$ cat config.mk
export PLATFORM = sky130hd
export DESIGN_NAME = ctrl_unit_irq
export DESIGN_NICKNAME = d
export VERILOG_FILES = /design/src/rtl/ctrl_unit_irq.sv
export SDC_FILE = /design/constraint.sdc
export NUM_CORES = 1
export LEC_CHECK = 0
export CORE_MARGIN = 8
export CORE_UTILIZATION = 33
export DETAILED_ROUTE_END_ITERATION = 8
export HOLD_SLACK_MARGIN = 0.12
export PLACE_DENSITY = 0.59
export SLEW_MARGIN = 15
export SYNTH_ARGS = -nofsm -noshare
export SYNTH_HDL_FRONTEND = slang
export SYNTH_SLANG_ARGS = --single-unit
$ cat constraint.sdc
create_clock -name I_clk -period 3.7 [get_ports I_clk]
set_clock_uncertainty 0.1 [all_clocks]
set_input_delay 0.74 -clock I_clk [delete_from_list [all_inputs] [get_ports I_clk]]
set_output_delay 0.74 -clock I_clk [all_outputs]
set_load 0.005 [all_outputs]
$ cat src/rtl/ctrl_unit_irq.sv
// One-hot instruction sequencer with a prioritised, maskable interrupt
// controller, push-PC sequence and memory-wait timeout.
module ctrl_unit_irq #(
    parameter int NUM_IRQ     = 4,
    parameter int IRQ_ID_W    = 2,
    parameter int IRQ_WAIT    = 2,
    parameter int MEM_TIMEOUT = 15
) (
    input  logic                I_clk,
    input  logic                I_reset_n,
    input  logic                I_needs_mem,
    input  logic                I_mem_write,
    input  logic                I_mem_ready,
    input  logic                I_data_ready,
    input  logic                I_irq_enabled,
    input  logic [NUM_IRQ-1:0]  I_irq_req,
    input  logic [NUM_IRQ-1:0]  I_irq_mask,
    output logic [8:0]          O_state,
    output logic                O_execute,
    output logic                O_irq_ack,
    output logic [IRQ_ID_W-1:0] O_irq_id,
    output logic                O_push_pc,
    output logic                O_bus_error
);

    localparam int S_FETCH = 0;
    localparam int S_DEC   = 1;
    localparam int S_RR    = 2;
    localparam int S_EX    = 3;
    localparam int S_MEM   = 4;
    localparam int S_WB    = 5;
    localparam int S_IRQ   = 6;
    localparam int S_SAVE  = 7;
    localparam int S_ISR   = 8;

    localparam logic [8:0] ST_FETCH = 9'b000000001;
    localparam logic [8:0] ST_DEC   = 9'b000000010;
    localparam logic [8:0] ST_RR    = 9'b000000100;
    localparam logic [8:0] ST_EX    = 9'b000001000;
    localparam logic [8:0] ST_MEM   = 9'b000010000;
    localparam logic [8:0] ST_WB    = 9'b000100000;
    localparam logic [8:0] ST_IRQ   = 9'b001000000;
    localparam logic [8:0] ST_SAVE  = 9'b010000000;
    localparam logic [8:0] ST_ISR   = 9'b100000000;

    localparam int TO_W = (MEM_TIMEOUT < 1) ? 1 : $clog2(MEM_TIMEOUT + 1);
    localparam int WT_W = (IRQ_WAIT < 2) ? 1 : $clog2(IRQ_WAIT + 1);
    localparam logic [TO_W-1:0] TO_MAX  = TO_W'(MEM_TIMEOUT);
    localparam logic [WT_W-1:0] WT_LAST = WT_W'(IRQ_WAIT - 1);

    logic [8:0]          state;
    logic [8:0]          nxt;
    logic                mem_wait;
    logic                saving;
    logic                nm_q;
    logic                mw_q;
    logic [TO_W-1:0]     to_cnt;
    logic [WT_W-1:0]     wt_cnt;
    logic [NUM_IRQ-1:0]  pending;
    logic [IRQ_ID_W-1:0] win_id;
    logic                irq_hit;
    logic                in_mem;
    logic                issue;
    logic                done;
    logic                tout;

    assign pending = I_irq_req & ~I_irq_mask;
    assign irq_hit = I_irq_enabled & (|pending);
    assign in_mem  = state[S_FETCH] | state[S_MEM];
    assign issue   = in_mem & ~mem_wait & I_mem_ready;
    // Fetches are reads; MEM completes on mem_ready only for writes.
    assign done    = in_mem & mem_wait &
                     ((state[S_MEM] & mw_q) ? I_mem_ready : I_data_ready);
    assign tout    = (MEM_TIMEOUT != 0) & in_mem & ~done & (to_cnt == TO_MAX);
    assign O_state = state;

    // Lowest-index pending line wins: scan downward so it is written last.
    always_comb begin
        win_id = '0;
        for (int i = NUM_IRQ - 1; i >= 0; i--) begin
            if (pending[i]) win_id = IRQ_ID_W'(i);
        end
    end

    // State register.
    always_ff @(posedge I_clk or negedge I_reset_n) begin
        if (!I_reset_n) state <= ST_FETCH;
        else            state <= nxt;
    end

    // Next-state logic.
    always_comb begin
        nxt = ST_FETCH;
        unique case (1'b1)
            state[S_FETCH]: nxt = done ? ST_DEC : (tout ? ST_WB : ST_FETCH);
            state[S_DEC]:   nxt = ST_RR;
            state[S_RR]:    nxt = ST_EX;
            state[S_EX]:    nxt = nm_q ? ST_MEM : ST_WB;
            state[S_MEM]:   nxt = (done | tout) ? ST_WB : ST_MEM;
            state[S_WB]:    nxt = saving ? ST_ISR : (irq_hit ? ST_IRQ : ST_FETCH);
            state[S_IRQ]:   nxt = (wt_cnt == WT_LAST) ? ST_SAVE : ST_IRQ;
            state[S_SAVE]:  nxt = ST_MEM;
            state[S_ISR]:   nxt = ST_FETCH;
            default:        nxt = ST_FETCH;
        endcase
    end

    // Strobe outputs; the issue strobe is held off while reset is asserted.
    always_comb begin
        O_execute   = issue & ~tout & I_reset_n;
        O_irq_ack   = state[S_WB] & ~saving & irq_hit;
        O_bus_error = tout;
    end

    // Handshake, timers, latched decode bits and interrupt bookkeeping.
    always_ff @(posedge I_clk or negedge I_reset_n) begin
        if (!I_reset_n) begin
            mem_wait  <= 1'b0;
            saving    <= 1'b0;
            nm_q      <= 1'b0;
            mw_q      <= 1'b0;
            to_cnt    <= '0;
            wt_cnt    <= '0;
            O_irq_id  <= '0;
            O_push_pc <= 1'b0;
        end else begin
            if (done | tout) mem_wait <= 1'b0;
            else if (issue)  mem_wait <= 1'b1;
            to_cnt <= (in_mem && nxt == state) ? to_cnt + 1'b1 : '0;
            wt_cnt <= (state[S_IRQ] && nxt == state) ? wt_cnt + 1'b1 : '0;
            if (state[S_DEC]) begin
                nm_q <= I_needs_mem;
                mw_q <= I_mem_write;
            end
            if (state[S_SAVE]) begin
                nm_q      <= 1'b1;
                mw_q      <= 1'b1;
                saving    <= 1'b1;
                O_push_pc <= 1'b1;
            end
            if (state[S_WB] && saving) begin
                saving    <= 1'b0;
                O_push_pc <= 1'b0;
            end
            if (O_irq_ack) O_irq_id <= win_id;
        end
    end

endmodule

**Yosys cells after proc, flatten, opt, wreduce, memory -nomap -nowiden**

Index checks and enable logic that the tools add are counted.

- Logic and storage cells: 63
- Output and inout port bits: 15
- Register bits after elaboration: 21

- Reduce and logical (&&, ||, !) cells: 7
- Equal/unequal tests: 3
- Muxes and demuxes: 23
- Bitwise operators: 20
- Add/subtract/negate cells: 2

Operator list:

| cell | count |
|---|---|
| case mux 9 bit (8 select lines) | 1 |
| two-way mux 6 bit | 4 |
| AND 1 bit | 12 |
| two-way mux 2 bit | 5 |
| equality test 9 bit | 1 |
| two-way mux 1 bit | 9 |
| two-way mux 9 bit | 1 |
| two-way mux 8 bit | 1 |
| two-way mux 7 bit | 1 |
| nonzero test 2 bit | 3 |
| adder 4 x 1 -> 4 bit, second input constant | 1 |
| AND 4 bit | 1 |
| equality test 4 bit, second input constant | 1 |
| two-way mux 4 bit | 1 |
| NOT 1 bit | 4 |
| NOT 4 bit | 1 |
| OR reduction 4 bit | 1 |
| logical AND 1 bit | 3 |
| adder 2 x 1 -> 2 bit, second input constant | 1 |
| equality test 2 x 1 -> 1 bit, second input constant | 1 |
| bitwise OR 1 bit | 2 |

**Longest topological paths before layout**

Gate-level depths: netlist of run 1.

- Word-level depth: 12
- Depth in mapped cells: 6
- Gate-level depth less buffers: 6

**Worst setup path before layout of run 1**

Ideal clock, no wire load.

- Path kind: input -> output
- Start point: in I_mem_ready
- End point: out O_bus_error
- Data required time: 2860 ps
- Setup slack: 1451 ps
- Data arrival time: 1409 ps
- Cell stages on the path: 4
- Cell sequence: mux2i_2 nor3_4 or2_2 nor2_1

- Cells in the longest elaborated chain, start to end: 5

RTL lines:

| what | line | RTL |
|---|---|---|
| start, declared | 13 | `input logic I_mem_ready,` |
| two-way mux 1 bit | 73 | `((state[S_MEM] & mw_q) ? I_mem_ready : I_data_ready);` |
| AND 1 bit | 72 | `assign done = in_mem & mem_wait &` |
| NOT 1 bit | 74 | `assign tout = (MEM_TIMEOUT != 0) & in_mem & ~done & (to_cnt == TO_MAX);` |
| AND 1 bit (2 in series) | 74 |  |
| end, declared | 23 | `output logic O_bus_error` |

No other way between the ends.

**Worst setup path after layout of run 1**

- Start point: in I_data_ready
- End point: out O_bus_error

- Cells in the longest elaborated chain, start to end: 5

RTL lines:

| what | line | RTL |
|---|---|---|
| start, declared | 14 | `input logic I_data_ready,` |
| two-way mux 1 bit | 73 |  |
| AND 1 bit | 72 |  |
| NOT 1 bit | 74 |  |
| AND 1 bit (2 in series) | 74 |  |

No other way between the ends.

==> metrics.yaml, run 1 <==
status: "finished clean"
synthTopCellsByArea: "dfrtp_1, o41ai_4, o21ai_0"
n_antenna_cell: 0
fin_crit_sh_pct: 88.51
grt_pass1_vias: 1044
h-tree-depth: 1
drv_cap: 0
async_reset_ff_share_pct: 100.0
grt-ovfl-total: 0
seqCellArea_um2: 526.8
dpl_cell_area_um2: 1603
path_clk_slew_ns: 0.08
start_util_pct: 34.57
synth_edf_count: 0
dp_hpwl_mm: 2.342
finalMaxSlewViolations: 0
critPathMaxFanout: 5
die_h_um: 78.16
vias_per_cell: 5.101
final_nets: 168
required_ns: 2.86
finalSetupTns_ns: 0
clk_latency_ns: 0.26
p_clk_share_pct: 12.8
synth.distinct_cells: 49
row_count: 22
p_sw_uw: 482.9
power_leakage_uw: 0.0006781
worstSetupStartpointType: "input pin"
ys.warnings.count: 0
multi_input_area_um2: 691.9
clock-sinks: 21
synth_top_area_share_pct: 39.25
route.detailed.drc: 0
rr_startpoint: "O_state[4]"
nFillCells: 355
drtAntennaViolNets: 0
ios: 30
cts_inserted_buffers: 3
yosysSeqAreaShare_pct: 41.32
synth_common_cells: "dfrtp_1, nor2_1, o21ai_0, inv_1"
drt-initial-drc-count: 71
hp-class: "reg -> reg"
layout-drive-gt1-share_pct: 14.67
synth-seq-cells: 21
die_w_um: 78.16
wirelength_mm: 3.059
hold_viol_final: 0
fmax_ghz: 0.3053
vias: 1010
rsz0062_at_grt: "no"
syn_inst: 120
combPwrFrac_pct: 49.0
syn_to_final_growth_pct: 29.34
endpoint_kind: "output pin"
synth_area_per_cell_um2: 10.62
dpl.cell_count: 194
power.total_uw: 1181
cts_buffer_depth: 2
postCtsHoldBufs: 0
synth_flop_cell: "dfrtp_1"
crit_type: "in -> out"
cts_root_buffer: "clkbuf_8"
tightest_slew_ns: 0.4872
hold_start: "O_state[2]"
max-slew-margin-rel_pct: 67.52
syn_area_um2: 1275
post-cts-setup-buffers: 0
cts_resized: 0
grt_pass1_wl_mm: 5.175
grt_max_degree: 22
min_period_ns: 3.275
post_drt_wl_per_cell_um: 15.45
cts_tree: "yes"
fin_area_um2: 1649
switching_share_pct: 40.90
setup_viol: 0
p_seq_share_pct: 38.1
vdd_drop_max_uv: 353.8
synth_top_cell_by_area: "dfrtp_1"
fin_cells: 198
grtUsageTotal_pct: 10.16
p_int_uw: 698.0
synth_nets: 137
drt_pass1_iterations: 6
cp-startpoint: "I_data_ready"
port_buffers: 29
antenna_found_initial: 0
cp.arrival_ns: 2.44
power.density_nw_per_um2: 716.1
core_area_um2: 3689
yosysMostFrequentCell: "dfrtp_1"
die_area_um2: 6108
place_congestion: 0.8070
-- final timing paths --
path	end	slack (ns)	cells past startpoint
min	O_state[3]	0.35	0
min reg2reg	O_state[3]	0.35	0
min in group asynchronous	O_state[4]	0.83	2
max	O_bus_error	0.42	6
max in group asynchronous	O_state[0]	2.40	2
max reg2reg	wt_cnt[0]	1.54	5
-- state kept, by name, indices dropped and copies added, names as in the netlist --
register / cells
O_state: 9
to_cnt: 4
O_irq_id: 2
wt_cnt: 2
mem_wait: 1
mw_q: 1
nm_q: 1
saving: 1
-- layer usage --
metal  up-vias  global-route usage, %  share of wire [%]  wire, um
met2        12                  15.91                 48      1479
met4         0                  1.667               0.20         6
met3         2                  3.531                4.1       126
met5         -                      0                  0         0
met1       500                  13.33                 47      1448
li1        496                      -                  -         -
-- placed cells by master (no fill, tap or decap), types with 2 or more instances in the layout --
master            n
ha_1              2
o41ai_4           2
a21oi_1           3
and2_1            2
xnor2_1           2
clkdlybuf4s50_1  29
nand2_1           4
nor2b_1           4
inv_1             7
dfrtp_1          20
clkbuf_8          3
nor2b_4           2
o21ai_0           9
nor4_1            5
nand3_1           5
nor2_1           10
nand2b_1          4
o31ai_1           2
a21oi_2           2
a211o_1           2
-- cells by family (layout without fill, tap and decap cells) --
| kind of cell | after synthesis | in the layout | share of synthesized area (%) |
|---|---|---|---|
| and+or+nand+nor | 50 | 50 | 26.01 |
| AOI/OAI and AO/OA | 30 | 30 | 20.61 |
| DFF | 21 | 21 | 41.32 |
| buffers and inverters | 11 | 41 | 4.417 |
| xor gates and xnor gates | 3 | 3 | 2.061 |
| muxes | 3 | 3 | 3.631 |
| adders and majority gates | 2 | 2 | 1.962 |
-- power groups by stage --
stage	Sequential, uW	Clock [uW]	Combinational [uW]
after floorplan	403	0	425
after global placement	448	0	576
after detailed placement	453	0	584
after CTS	450	159	588
after global routing	467	170	636
final	450	152	579
-- per-stage QoR --
stage	worst slack, ns	util [%]	hold slack [ns]
finish	0.4249	44.71	0.3490
global route	0.2844	44.71	0.3736
CTS	0.4229	44.71	0.3518
detailed placement	0.4312	43.45	0.3334
global placement	0.4661	43.45	0.3238
floorplan	1.451	-	0.3444
-- cell type report --
cell class              instances  share of cell area, %
clock inverters                 1                 0.3035
well taps                      48                  3.642
clock buffers                   3                  2.504
inverters                       7                  1.593
multi-input cells              88                  41.96
flip-flops and latches         21                  31.94
repair buffers                 30                  18.06
-- worst max-delay path: stages --
cell and delay, ns:
clkdlybuf4s50_1 0.46, mux2i_2 0.23, nor3_4 0.09, or2_2 0.31, nor2_1 0.09, clkdlybuf4s50_1 0.51
Note: power is estimated with default switching activity, not from simulation.
==> run 2, diff against run 1 <==
--- a/config.mk
+++ b/config.mk
@@ -5,6 +5,7 @@
 export SDC_FILE = /design/constraint.sdc
 export NUM_CORES = 1
 export LEC_CHECK = 0
+export CAP_MARGIN = 20
 export CORE_MARGIN = 8
 export CORE_UTILIZATION = 33
 export DETAILED_ROUTE_END_ITERATION = 8
==> results of run 2 <==
The final DEF is identical to that of run 1; final timing and power are the same.
==> run 3, diff against run 2 <==
--- a/config.mk
+++ b/config.mk
@@ -9,7 +9,6 @@
 export CORE_MARGIN = 8
 export CORE_UTILIZATION = 33
 export DETAILED_ROUTE_END_ITERATION = 8
-export HOLD_SLACK_MARGIN = 0.12
 export PLACE_DENSITY = 0.59
 export SLEW_MARGIN = 15
 export SYNTH_ARGS = -nofsm -noshare
==> results of run 3 <==
The final DEF is identical to that of run 1; final timing and power are the same.
